==> config.mk <==
export PLATFORM = sky130hd
export DESIGN_NAME = cordic_vec
export DESIGN_NICKNAME = d
export VERILOG_FILES = /design/src/rtl/cordic_vec.sv
export SDC_FILE = /design/constraint.sdc
export NUM_CORES = 1
export LEC_CHECK = 0
export ABC_AREA = 1
export BUFFER_PORTS_ARGS = -buffer_cell sky130_fd_sc_hd__buf_4
export CAP_MARGIN = 20
export CORE_MARGIN = 2
export CORE_UTILIZATION = 39
export CTS_CLUSTER_SIZE = 20
export DETAILED_ROUTE_END_ITERATION = 8
export PLACE_DENSITY = 0.66
export RECOVER_POWER = 25
export SLEW_MARGIN = 20
export SYNTH_ARGS = -nofsm -noshare
export SYNTH_HDL_FRONTEND = slang
export SYNTH_SLANG_ARGS = --single-unit
==> constraint.sdc <==
create_clock -name clk -period 7.22 [get_ports clk]
set_input_delay 0.722 -clock clk [delete_from_list [all_inputs] [get_ports clk]]
set_output_delay 0.722 -clock clk [all_outputs]
set_load 0.05 [all_outputs]
==> src/rtl/cordic_vec.sv <==
// Iterative vectoring-mode CORDIC: Cartesian (re, im) -> phase (En30 rad) and
// gain-compensated magnitude (En15). One micro-rotation per clock.
module cordic_vec #(
  parameter int unsigned ITERATIONS = 16,
  parameter int unsigned POINT_SZ   = 16,
  parameter int unsigned ANGLE_SZ   = 34,
  parameter int unsigned MAG_SZ     = 17
) (
  input  logic                clk,
  input  logic                rst,
  input  logic [POINT_SZ-1:0] i_re,
  input  logic [POINT_SZ-1:0] i_im,
  input  logic                i_valid,
  output logic                o_ready,
  output logic [ANGLE_SZ-1:0] o_angle,
  output logic [MAG_SZ-1:0]   o_mag,
  output logic                o_valid,
  input  logic                i_ready
);

  // x/y carry 2 bits of headroom (fold + CORDIC gain) and 4 guard bits
  localparam int unsigned XY_W   = POINT_SZ + 6;
  localparam int unsigned IDX_W  = (ITERATIONS > 1) ? $clog2(ITERATIONS) : 1;
  localparam int unsigned PROD_W = XY_W + 17;
  localparam int unsigned RND_SH = 20;

  localparam logic signed [ANGLE_SZ-1:0] PI      = ANGLE_SZ'(64'd3373259426);
  localparam logic signed [PROD_W-1:0]   KINV    = PROD_W'(64'd39797);
  localparam logic signed [PROD_W-1:0]   RND     = PROD_W'(64'd1 << (RND_SH - 1));
  localparam logic signed [PROD_W-1:0]   MAG_MAX = PROD_W'((64'd1 << MAG_SZ) - 64'd1);

  typedef enum logic [1:0] {IDLE, ITER, SCALE, DONE} state_t;

  // atan(2^-i) in En30, rounded to nearest
  function automatic logic signed [ANGLE_SZ-1:0] atan_lut(input logic [IDX_W-1:0] i);
    logic [31:0] v;
    case (i)
      IDX_W'(0):  v = 32'd843314857;
      IDX_W'(1):  v = 32'd497837829;
      IDX_W'(2):  v = 32'd263043837;
      IDX_W'(3):  v = 32'd133525159;
      IDX_W'(4):  v = 32'd67021687;
      IDX_W'(5):  v = 32'd33543516;
      IDX_W'(6):  v = 32'd16775851;
      IDX_W'(7):  v = 32'd8388437;
      IDX_W'(8):  v = 32'd4194283;
      IDX_W'(9):  v = 32'd2097149;
      IDX_W'(10): v = 32'd1048576;
      IDX_W'(11): v = 32'd524288;
      IDX_W'(12): v = 32'd262144;
      IDX_W'(13): v = 32'd131072;
      IDX_W'(14): v = 32'd65536;
      IDX_W'(15): v = 32'd32768;
      default:    v = 32'd0;
    endcase
    return ANGLE_SZ'(v);
  endfunction

  state_t                     state_q, state_d;
  logic signed [XY_W-1:0]     x_q, x_d, y_q, y_d;
  logic signed [ANGLE_SZ-1:0] z_q, z_d;
  logic [IDX_W-1:0]           idx_q, idx_d;
  logic                       zero_q, zero_d;
  logic                       o_ready_q, o_ready_d;
  logic                       o_valid_q, o_valid_d;
  logic [ANGLE_SZ-1:0]        o_angle_q, o_angle_d;
  logic [MAG_SZ-1:0]          o_mag_q, o_mag_d;

  logic signed [XY_W-1:0]     re_ext, im_ext, x_sh, y_sh;
  logic signed [PROD_W-1:0]   prod, mag_sh;

  // Datapath helpers: input scaling to En19, per-iteration shifts, gain compensation
  assign re_ext = XY_W'($signed(i_re)) <<< 4;
  assign im_ext = XY_W'($signed(i_im)) <<< 4;
  assign x_sh   = x_q >>> idx_q;
  assign y_sh   = y_q >>> idx_q;
  assign prod   = PROD_W'(x_q) * KINV + RND;
  assign mag_sh = prod >>> RND_SH;

  // Next-state and next-output logic
  always_comb begin
    state_d   = state_q;
    x_d       = x_q;
    y_d       = y_q;
    z_d       = z_q;
    idx_d     = idx_q;
    zero_d    = zero_q;
    o_ready_d = o_ready_q;
    o_valid_d = o_valid_q;
    o_angle_d = o_angle_q;
    o_mag_d   = o_mag_q;
    case (state_q)
      IDLE: begin
        if (i_valid && o_ready_q) begin
          // Fold left half-plane into right half-plane so CORDIC converges
          if (i_re[POINT_SZ-1]) begin
            x_d = -re_ext;
            y_d = -im_ext;
            z_d = i_im[POINT_SZ-1] ? -PI : PI;
          end else begin
            x_d = re_ext;
            y_d = im_ext;
            z_d = '0;
          end
          zero_d    = (i_re == '0) && (i_im == '0);
          idx_d     = '0;
          o_ready_d = 1'b0;
          state_d   = ITER;
        end
      end
      ITER: begin
        if (!y_q[XY_W-1]) begin
          x_d = x_q + y_sh;
          y_d = y_q - x_sh;
          z_d = z_q + atan_lut(idx_q);
        end else begin
          x_d = x_q - y_sh;
          y_d = y_q + x_sh;
          z_d = z_q - atan_lut(idx_q);
        end
        idx_d = idx_q + IDX_W'(1);
        if (idx_q == IDX_W'(ITERATIONS - 1)) begin
          state_d = SCALE;
        end
      end
      SCALE: begin
        if (zero_q) begin
          o_mag_d   = '0;
          o_angle_d = '0;
        end else begin
          o_angle_d = z_q;
          if (mag_sh[PROD_W-1]) begin
            o_mag_d = '0;
          end else if (mag_sh > MAG_MAX) begin
            o_mag_d = '1;
          end else begin
            o_mag_d = MAG_SZ'(mag_sh);
          end
        end
        o_valid_d = 1'b1;
        state_d   = DONE;
      end
      DONE: begin
        if (i_ready) begin
          o_valid_d = 1'b0;
          o_ready_d = 1'b1;
          state_d   = IDLE;
        end
      end
      default: state_d = IDLE;
    endcase
  end

  // State and output registers
  always_ff @(posedge clk or posedge rst) begin
    if (rst) begin
      state_q   <= IDLE;
      x_q       <= '0;
      y_q       <= '0;
      z_q       <= '0;
      idx_q     <= '0;
      zero_q    <= 1'b0;
      o_ready_q <= 1'b1;
      o_valid_q <= 1'b0;
      o_angle_q <= '0;
      o_mag_q   <= '0;
    end else begin
      state_q   <= state_d;
      x_q       <= x_d;
      y_q       <= y_d;
      z_q       <= z_d;
      idx_q     <= idx_d;
      zero_q    <= zero_d;
      o_ready_q <= o_ready_d;
      o_valid_q <= o_valid_d;
      o_angle_q <= o_angle_d;
      o_mag_q   <= o_mag_d;
    end
  end

  assign o_ready = o_ready_q;
  assign o_valid = o_valid_q;
  assign o_angle = o_angle_q;
  assign o_mag   = o_mag_q;

endmodule

==> qor.csv, run 1 <==
metric,value,unit
maximum clock frequency,162.7,MHz
clock tree from TritonCTS,built,
number of enable-type register cells in the synthesized netlist,0,
sum of negative setup slack,0,ns
CTS clock-pin slew for the worst setup and hold paths,0.08,ns
post-synthesis cell type with the largest combined area,sky130_fd_sc_hd__dfrtp_1,
row count,87,
CP cell instances,inv_1 -> ha_1 -> inv_1 -> fa_1 -> fa_1 -> fa_1 -> fa_1 -> inv_1 -> fa_1 -> inv_1 -> ha_1 -> nand2_1 -> nor2_1 -> nand2_1 -> nor2_1 -> nand4_1 -> o2111ai_1 -> nand3b_2 -> nand3b_1 -> nand2_1 -> nand2_1,
Clock Latency Late Sink,0.50,ns
number of fill cells,5996,
clock root buffer,sky130_fd_sc_hd__clkbuf_16,
share of cells above drive strength 1,0.07201,
Chip Width,243.0,um
Antenna Violating Nets Remaining,0,
Netlist Area Pre-Place,0.02227,mm2
predominant post-synthesis flop cell,sky130_fd_sc_hd__dfrtp_1,
Crit-path slowest cell,sky130_fd_sc_hd__dfrtp_1,
core area,0.05639,mm2
setup bufs post-CTS,0,
post-route core utilization,0.4278,
crit path capture type,flip-flop,
worst min-delay path class,reg -> reg,
fin cells,3950,
pin count of the biggest net entering global routing,71,
number of global-route vias before repair,20230,
run status,"complete, but fails checks",
number of distinct library cell variants in the gate-level netlist after synthesis,67,
slew at the pin closest to its max-slew limit,3.597,ns
critical path class,reg -> reg,
cells resized by post-CTS repair,0,
post-synthesis sequential element count,138,
"Data required, critical path",7.65,ns
placed wire-length estimate,52.28,mm
least setup slack across all paths after layout,1.072,ns
critical path launch point type,flip-flop,
final worst-path cycle share,0.8515,
Initial Util,0.3950,
count of antenna diodes in the layout,0,
Final setup violation count,0,
TritonCTS buffer count,17,
number of optimization iterations in the first detailed-route pass,6,
share of the synthesized area in the top cell type,0.1539,
mean cell area of the mapped netlist,7.098,um2
YS warnings,0,
Residual DRC,0,
Pins Over Slew Limit,125,
wire length of the first global-routing pass,106.3,mm
via count,20750,
largest stage delay on the critical path,0.73,ns
"Hold Violations, Final",0,
total global routing overflow,0,
Die ar.,0.05904,mm2
arrival time of the worst setup path,6.57,ns
Boundary Pins,89,
routability cong.,0.9436,
proportion of synthesized flip-flops having asynchronous set or reset,1.000,
most area-consuming cells after synthesis,"sky130_fd_sc_hd__dfrtp_1 (15%), sky130_fd_sc_hd__ha_1 (15%), sky130_fd_sc_hd__fa_1 (14%)",
biggest fanout along the worst timing path,17,
clock buffer depth,2,
final critical delay including setup and external delays,6.148,ns
drt total wl,65.43,mm
initial antenna violation count,0,
number of DRC markers in iteration 0,1506,
average wire per cell in the routed design,16.56,um
area added between synthesis and finish,8.302,%
clock tree sinks,138,
Layout Skew,0.01801,ns
count of mapped cells out of synthesis,3138,
number of max-capacitance violations reported,2,
total number of H-tree levels,4,
failing checks,"max-capacitance violations, max-slew violations",
NumNets Final,3640,
IO Port Bufs,88,
headroom to the max-slew limit,-1.411,
Post-Syn Nets,3597,
RSZ-0062 raised after global routing,no,
y dimension of the die,243.0,um
post-placement cell count,3918,
post-DR vias/cell,5.252,
pre-CTS WS,1.162,ns
number of buffers inserted for hold repair after clock tree synthesis,0,
sequential area share after synthesis,0.1551,
global routing usage summed across all routing layers,0.2237,
cell repeated most along the worst path,sky130_fd_sc_hd__fa_1,
==> through the flow <==
stage / hold WS [ns] / cell area [um2]
6_report: 0.4835 / 24120
5_1_grt: 0.5048 / 24120
4_1_cts: 0.3572 / 24170
3_5_place_dp: 0.4739 / 23580
3_3_place_gp: 0.4701 / 23580
2_1_floorplan: 0.4471 / 22270
==> final timing paths <==
kind / start / end / slack [ns] / cells past startpoint
worst min-delay path: o_angle[3]$_DFFE_PP0P_ / o_angle[3]$_DFFE_PP0P_ / 0.48 / 2
min in group asynchronous: rst / o_angle[8]$_DFFE_PP0P_ / 1.28 / 2
worst max register to register: x_q[20]$_DFFE_PP0P_ / o_mag[10]$_DFFE_PP0P_ / 1.07 / 21
max in group asynchronous: rst / x_q[12]$_DFFE_PP0P_ / 3.82 / 3
worst min register to register: o_angle[3]$_DFFE_PP0P_ / o_angle[3]$_DFFE_PP0P_ / 0.48 / 2
worst max-delay path: x_q[20]$_DFFE_PP0P_ / o_mag[10]$_DFFE_PP0P_ / 1.07 / 21
==> placed cells by master, fill, tap and decap left out, drive strengths merged, types with 23 or more instances in the layout <==
cell / Yosys / layout
inv: 548 / 557
buf: 49 / 98
o21ai: 224 / 224
ha: 264 / 264
fa: 159 / 159
dfrtp: 137 / 137
nand4: 23 / 23
nor3: 36 / 36
a31oi: 33 / 33
xor2: 63 / 63
a21oi: 249 / 249
clkbuf: 38 / 30
nor2: 207 / 207
a22oi: 32 / 32
xnor2: 39 / 39
nand3: 234 / 234
nand2: 673 / 673
==> registers in the layout, summed over array words and instances (netlist names) <==
name	count
o_angle	34
z_q	34
x_q	22
y_q	22
o_mag	17
idx_q	4
state_q	2
o_ready	1
o_valid	1
zero_q	1
==> synthesized netlist by cell type (11+ instances only) <==
cell and n:
sky130_fd_sc_hd__nand2_1 650, sky130_fd_sc_hd__inv_1 531, sky130_fd_sc_hd__ha_1 264, sky130_fd_sc_hd__a21oi_1 246, sky130_fd_sc_hd__nand3_1 226, sky130_fd_sc_hd__o21ai_0 198, sky130_fd_sc_hd__nor2_1 194, sky130_fd_sc_hd__fa_1 159
sky130_fd_sc_hd__dfrtp_1 137, sky130_fd_sc_hd__xor2_1 62, sky130_fd_sc_hd__xnor2_1 39, sky130_fd_sc_hd__clkbuf_1 38, sky130_fd_sc_hd__a31oi_1 33, sky130_fd_sc_hd__a22oi_1 32, sky130_fd_sc_hd__nor3_1 32, sky130_fd_sc_hd__nand2_2 22
sky130_fd_sc_hd__nand4_1 22, sky130_fd_sc_hd__buf_2 19, sky130_fd_sc_hd__buf_6 16, sky130_fd_sc_hd__a21o_1 15, sky130_fd_sc_hd__inv_2 15, sky130_fd_sc_hd__o21ai_1 15, sky130_fd_sc_hd__o211ai_1 14, sky130_fd_sc_hd__o21ai_2 11
sky130_fd_sc_hd__o21bai_1 11
==> critical path: cells and delay by family (launching register included) <==
kind                       cells  cell delay (ns)
adders and majority gates      7             3.34
and+or+nand+nor                9             1.42
DFF                            1             0.73
buffers and inverters          4             0.34
AOI/OAI and AO/OA              1             0.24
==> cell families (layout without fill, tap and decap cells) <==
kind of cell / count (synthesis) / after routing / share of synthesized area
simple gates: 1206 / 1206 / 0.2359
buf+inv: 636 / 692 / 0.1150
compound gates: 629 / 629 / 0.1605
fa+ha+maj: 423 / 423 / 0.2912
flops: 138 / 138 / 0.1551
xor+xnor: 102 / 102 / 0.04045
mux: 4 / 4 / 0.001798
==> metal layers <==
layer / vias up / global-route usage / wire, um
li1: 10330 / - / -
met1: 9767 / 0.3095 / 30640
met2: 553 / 0.3630 / 29840
met3: 94 / 0.03052 / 3318
met4: 0 / 0.06640 / 1627
met5: - / 0 / 0
==> cell type report <==
cell class / count / area (um2) / share of cell area
repair buffers: 111 / 788.3 / 0.03268
multi-input cells: 2364 / 16270 / 0.6746
clock buffers: 17 / 425.4 / 0.01763
flip-flops and latches: 138 / 3456 / 0.1433
well taps: 756 / 945.9 / 0.03921
clock inverters: 15 / 166.4 / 0.006898
inverters: 549 / 2067 / 0.08568
Power of run 1 is not shown: default switching activity piles up to over one toggle a cycle in this logic, so the estimate is an artifact.
==> inputs of run 2 (changes only) <==
--- a/config.mk
+++ b/config.mk
@@ -5,7 +5,6 @@
 export SDC_FILE = /design/constraint.sdc
 export NUM_CORES = 1
 export LEC_CHECK = 0
-export ABC_AREA = 1
 export BUFFER_PORTS_ARGS = -buffer_cell sky130_fd_sc_hd__buf_4
 export CAP_MARGIN = 20
 export CORE_MARGIN = 2
==> qor.csv, run 2 <==
metric,value,unit
run status,"complete, but fails checks",
failing checks,"max-capacitance violations, max-slew violations",
endpoint of the worst register-to-register path,o_mag[13]$_DFFE_PP0P_,
Boundary Pins,89,
critical path launch point type,flip-flop,
number of global-route vias before repair,18460,
Crit-path slowest cell,sky130_fd_sc_hd__dfrtp_1,
clock buffer depth,2,
"most common cell after layout, fill and taps aside",sky130_fd_sc_hd__inv_1,
share of the synthesized area in the top cell type,0.1599,
Antenna Violating Nets Remaining,0,
biggest fanout along the worst timing path,12,
worst flop-to-flop path startpoint,x_q[15]$_DFFE_PP0P_,
worst min-delay path class,in -> reg,
most area-consuming cells after synthesis,"sky130_fd_sc_hd__dfrtp_1 (16%), sky130_fd_sc_hd__ha_1 (15%), sky130_fd_sc_hd__fa_1 (15%)",
Chip Width,238.5,um
most common cell in the netlist,sky130_fd_sc_hd__inv_1,
"commonest cells after routing, fill and taps aside","sky130_fd_sc_hd__inv_1 (364), sky130_fd_sc_hd__ha_1 (263), sky130_fd_sc_hd__a21oi_1 (195), sky130_fd_sc_hd__nor2_1 (195), sky130_fd_sc_hd__nand2_1 (192)",
total number of H-tree levels,4,
clock tree from TritonCTS,built,
post-synthesis sequential element count,138,
maximum clock frequency,149.3,MHz
number of cells on the critical path,22,
predominant post-synthesis flop cell,sky130_fd_sc_hd__dfrtp_1,
average wire per cell in the routed design,19.24,um
core area,0.05413,mm2
Finished Cell Area,0.02351,mm2
Residual DRC,0,
CTS clock-pin slew for the worst setup and hold paths,0.07,ns
Pins Over Slew Limit,130,
cell class contributing the biggest share of worst-path delay,adder cells,
Initial Util,0.3962,
row count,85,
placed wire-length estimate,49.76,mm
setup bufs post-CTS,0,
share of cells above drive strength 1,0.09199,
number of DRC markers in iteration 0,1523,
Critical path buffers and inverters,5,
YS warnings,0,
sum of negative setup slack,0,ns
total global routing overflow,0,
cell repeated most along the worst path,sky130_fd_sc_hd__fa_1,
TritonCTS buffer count,17,
"setup slack, reg-to-reg",0.52,ns
largest stage delay on the critical path,0.69,ns
"Cell Area, Placed",0.02296,mm2
Clock Latency Late Sink,0.47,ns
top cells by instance count after synthesis,"sky130_fd_sc_hd__inv_1 (365), sky130_fd_sc_hd__ha_1 (264), sky130_fd_sc_hd__a21oi_1 (196)",
crit path capture type,flip-flop,
initial antenna violation count,0,
RSZ-0062 raised after global routing,no,
pin count of the biggest net entering global routing,74,
final critical delay including setup and external delays,6.698,ns
worst setup path end,o_mag[13]$_DFFE_PP0P_,
post-synthesis cell type with the largest combined area,sky130_fd_sc_hd__dfrtp_1,
routability cong.,0.9649,
Layout Skew,0.02691,ns
number of buffers inserted for hold repair after clock tree synthesis,0,
Netlist Area Pre-Place,0.02145,mm2
post-route core utilization,0.4343,
cells resized by post-CTS repair,0,
number of enable-type register cells in the synthesized netlist,0,
"Hold Violations, Final",0,
Die ar.,0.05688,mm2
Worst R2R Path Depth,22,
global routing usage summed across all routing layers,0.2238,
NumNets Final,3056,
clock tree sinks,138,
CP cell instances,ha_1 -> inv_1 -> fa_1 -> fa_1 -> inv_1 -> fa_1 -> fa_1 -> inv_1 -> fa_1 -> inv_1 -> ha_1 -> a211oi_1 -> nor2_1 -> o41ai_1 -> o211ai_1 -> o21ai_0 -> a21boi_1 -> buf_4 -> a21o_1 -> a211o_1 -> a21oi_1 -> o22ai_1,
mean cell area of the mapped netlist,8.413,um2
wire length of the first global-routing pass,100.5,mm
sequential area share after synthesis,0.1611,
count of antenna diodes in the layout,0,
count of mapped cells out of synthesis,2549,
"Data required, critical path",7.48,ns
Critical Path Start,x_q[15]$_DFFE_PP0P_,
slew at the pin closest to its max-slew limit,3.724,ns
number of distinct library cell variants in the gate-level netlist after synthesis,79,
proportion of synthesized flip-flops having asynchronous set or reset,1.000,
drt total wl,63.60,mm
y dimension of the die,238.5,um
post-DR vias/cell,5.684,
critical path class,reg -> reg,
clock root buffer,sky130_fd_sc_hd__clkbuf_16,
number of optimization iterations in the first detailed-route pass,5,
IO Port Bufs,88,
Post-Syn Nets,3008,
arrival time of the worst setup path,6.96,ns
area added between synthesis and finish,9.626,%
Final setup violation count,0,
via count,18790,
number of max-capacitance violations reported,2,
headroom to the max-slew limit,-1.496,
final worst-path cycle share,0.9277,
==> run 2: through the flow <==
stage / setup slack (ns) / hold WS [ns] / instances
final: 0.5218 / 0.4761 / 3305
after global routing: 0.2234 / 0.4714 / 3305
after CTS: 0.6417 / 0.4072 / 3305
after detailed placement: 0.6646 / 0.4997 / 3274
after global placement: 0.8125 / 0.4828 / 3274
after floorplan: 0.7459 / 0.4456 / 2549
==> run 2: cells by family after synthesis <==
logic type      after synthesis  share of synthesized area
mux                         110                    0.07170
simple gates                598                     0.1274
compound gates              653                     0.1890
buf+inv                     469                    0.08378
xor+xnor                    158                    0.06453
flops                       138                     0.1611
fa+ha+maj                   423                     0.3025
==> run 2: layout make-up <==
class | instances | area, um2
clock buffers | 18 | 439.2
inverters | 368 | 1383
multi-input cells | 1942 | 16220
fillers | 5265 | 30620
repair buffers | 130 | 987.2
clock inverters | 13 | 143.9
flip-flops and latches | 138 | 3463
well taps | 696 | 870.8
==> run 2: how the worst min path moves through the flow <==
stage / startpoint / endpoint / cells past startpoint
after floorplan: zero_q$_DFFE_PP0P_ / o_angle[32]$_DFFE_PP0P_ / 1
after global placement: zero_q$_DFFE_PP0P_ / o_angle[32]$_DFFE_PP0P_ / 1
after detailed placement: zero_q$_DFFE_PP0P_ / o_angle[32]$_DFFE_PP0P_ / 1
after CTS: rst / o_angle[8]$_DFFE_PP0P_ / 2
after global routing: i_ready / o_valid$_DFFE_PP0P_ / 2
final: i_ready / o_valid$_DFFE_PP0P_ / 2
==> run 2: worst register-to-register path: cells and delay by family, from the launching register on <==
kind                     cells  cell delay (ns)
AO/OA/AOI/OAI                9             1.99
flip-flops                   1             0.69
adder cells (fa/ha/maj)      7             3.23
buffers and inverters        5             0.48
AND/OR/NAND/NOR              1             0.11
==> run 2: layer usage <==
layer,share of wire,GRT usage
met4,0.035,0.08580
met3,0.061,0.03256
met1,0.46,0.3145
met2,0.44,0.3482
met5,0,0
Power of run 2 is left out for the same reason.
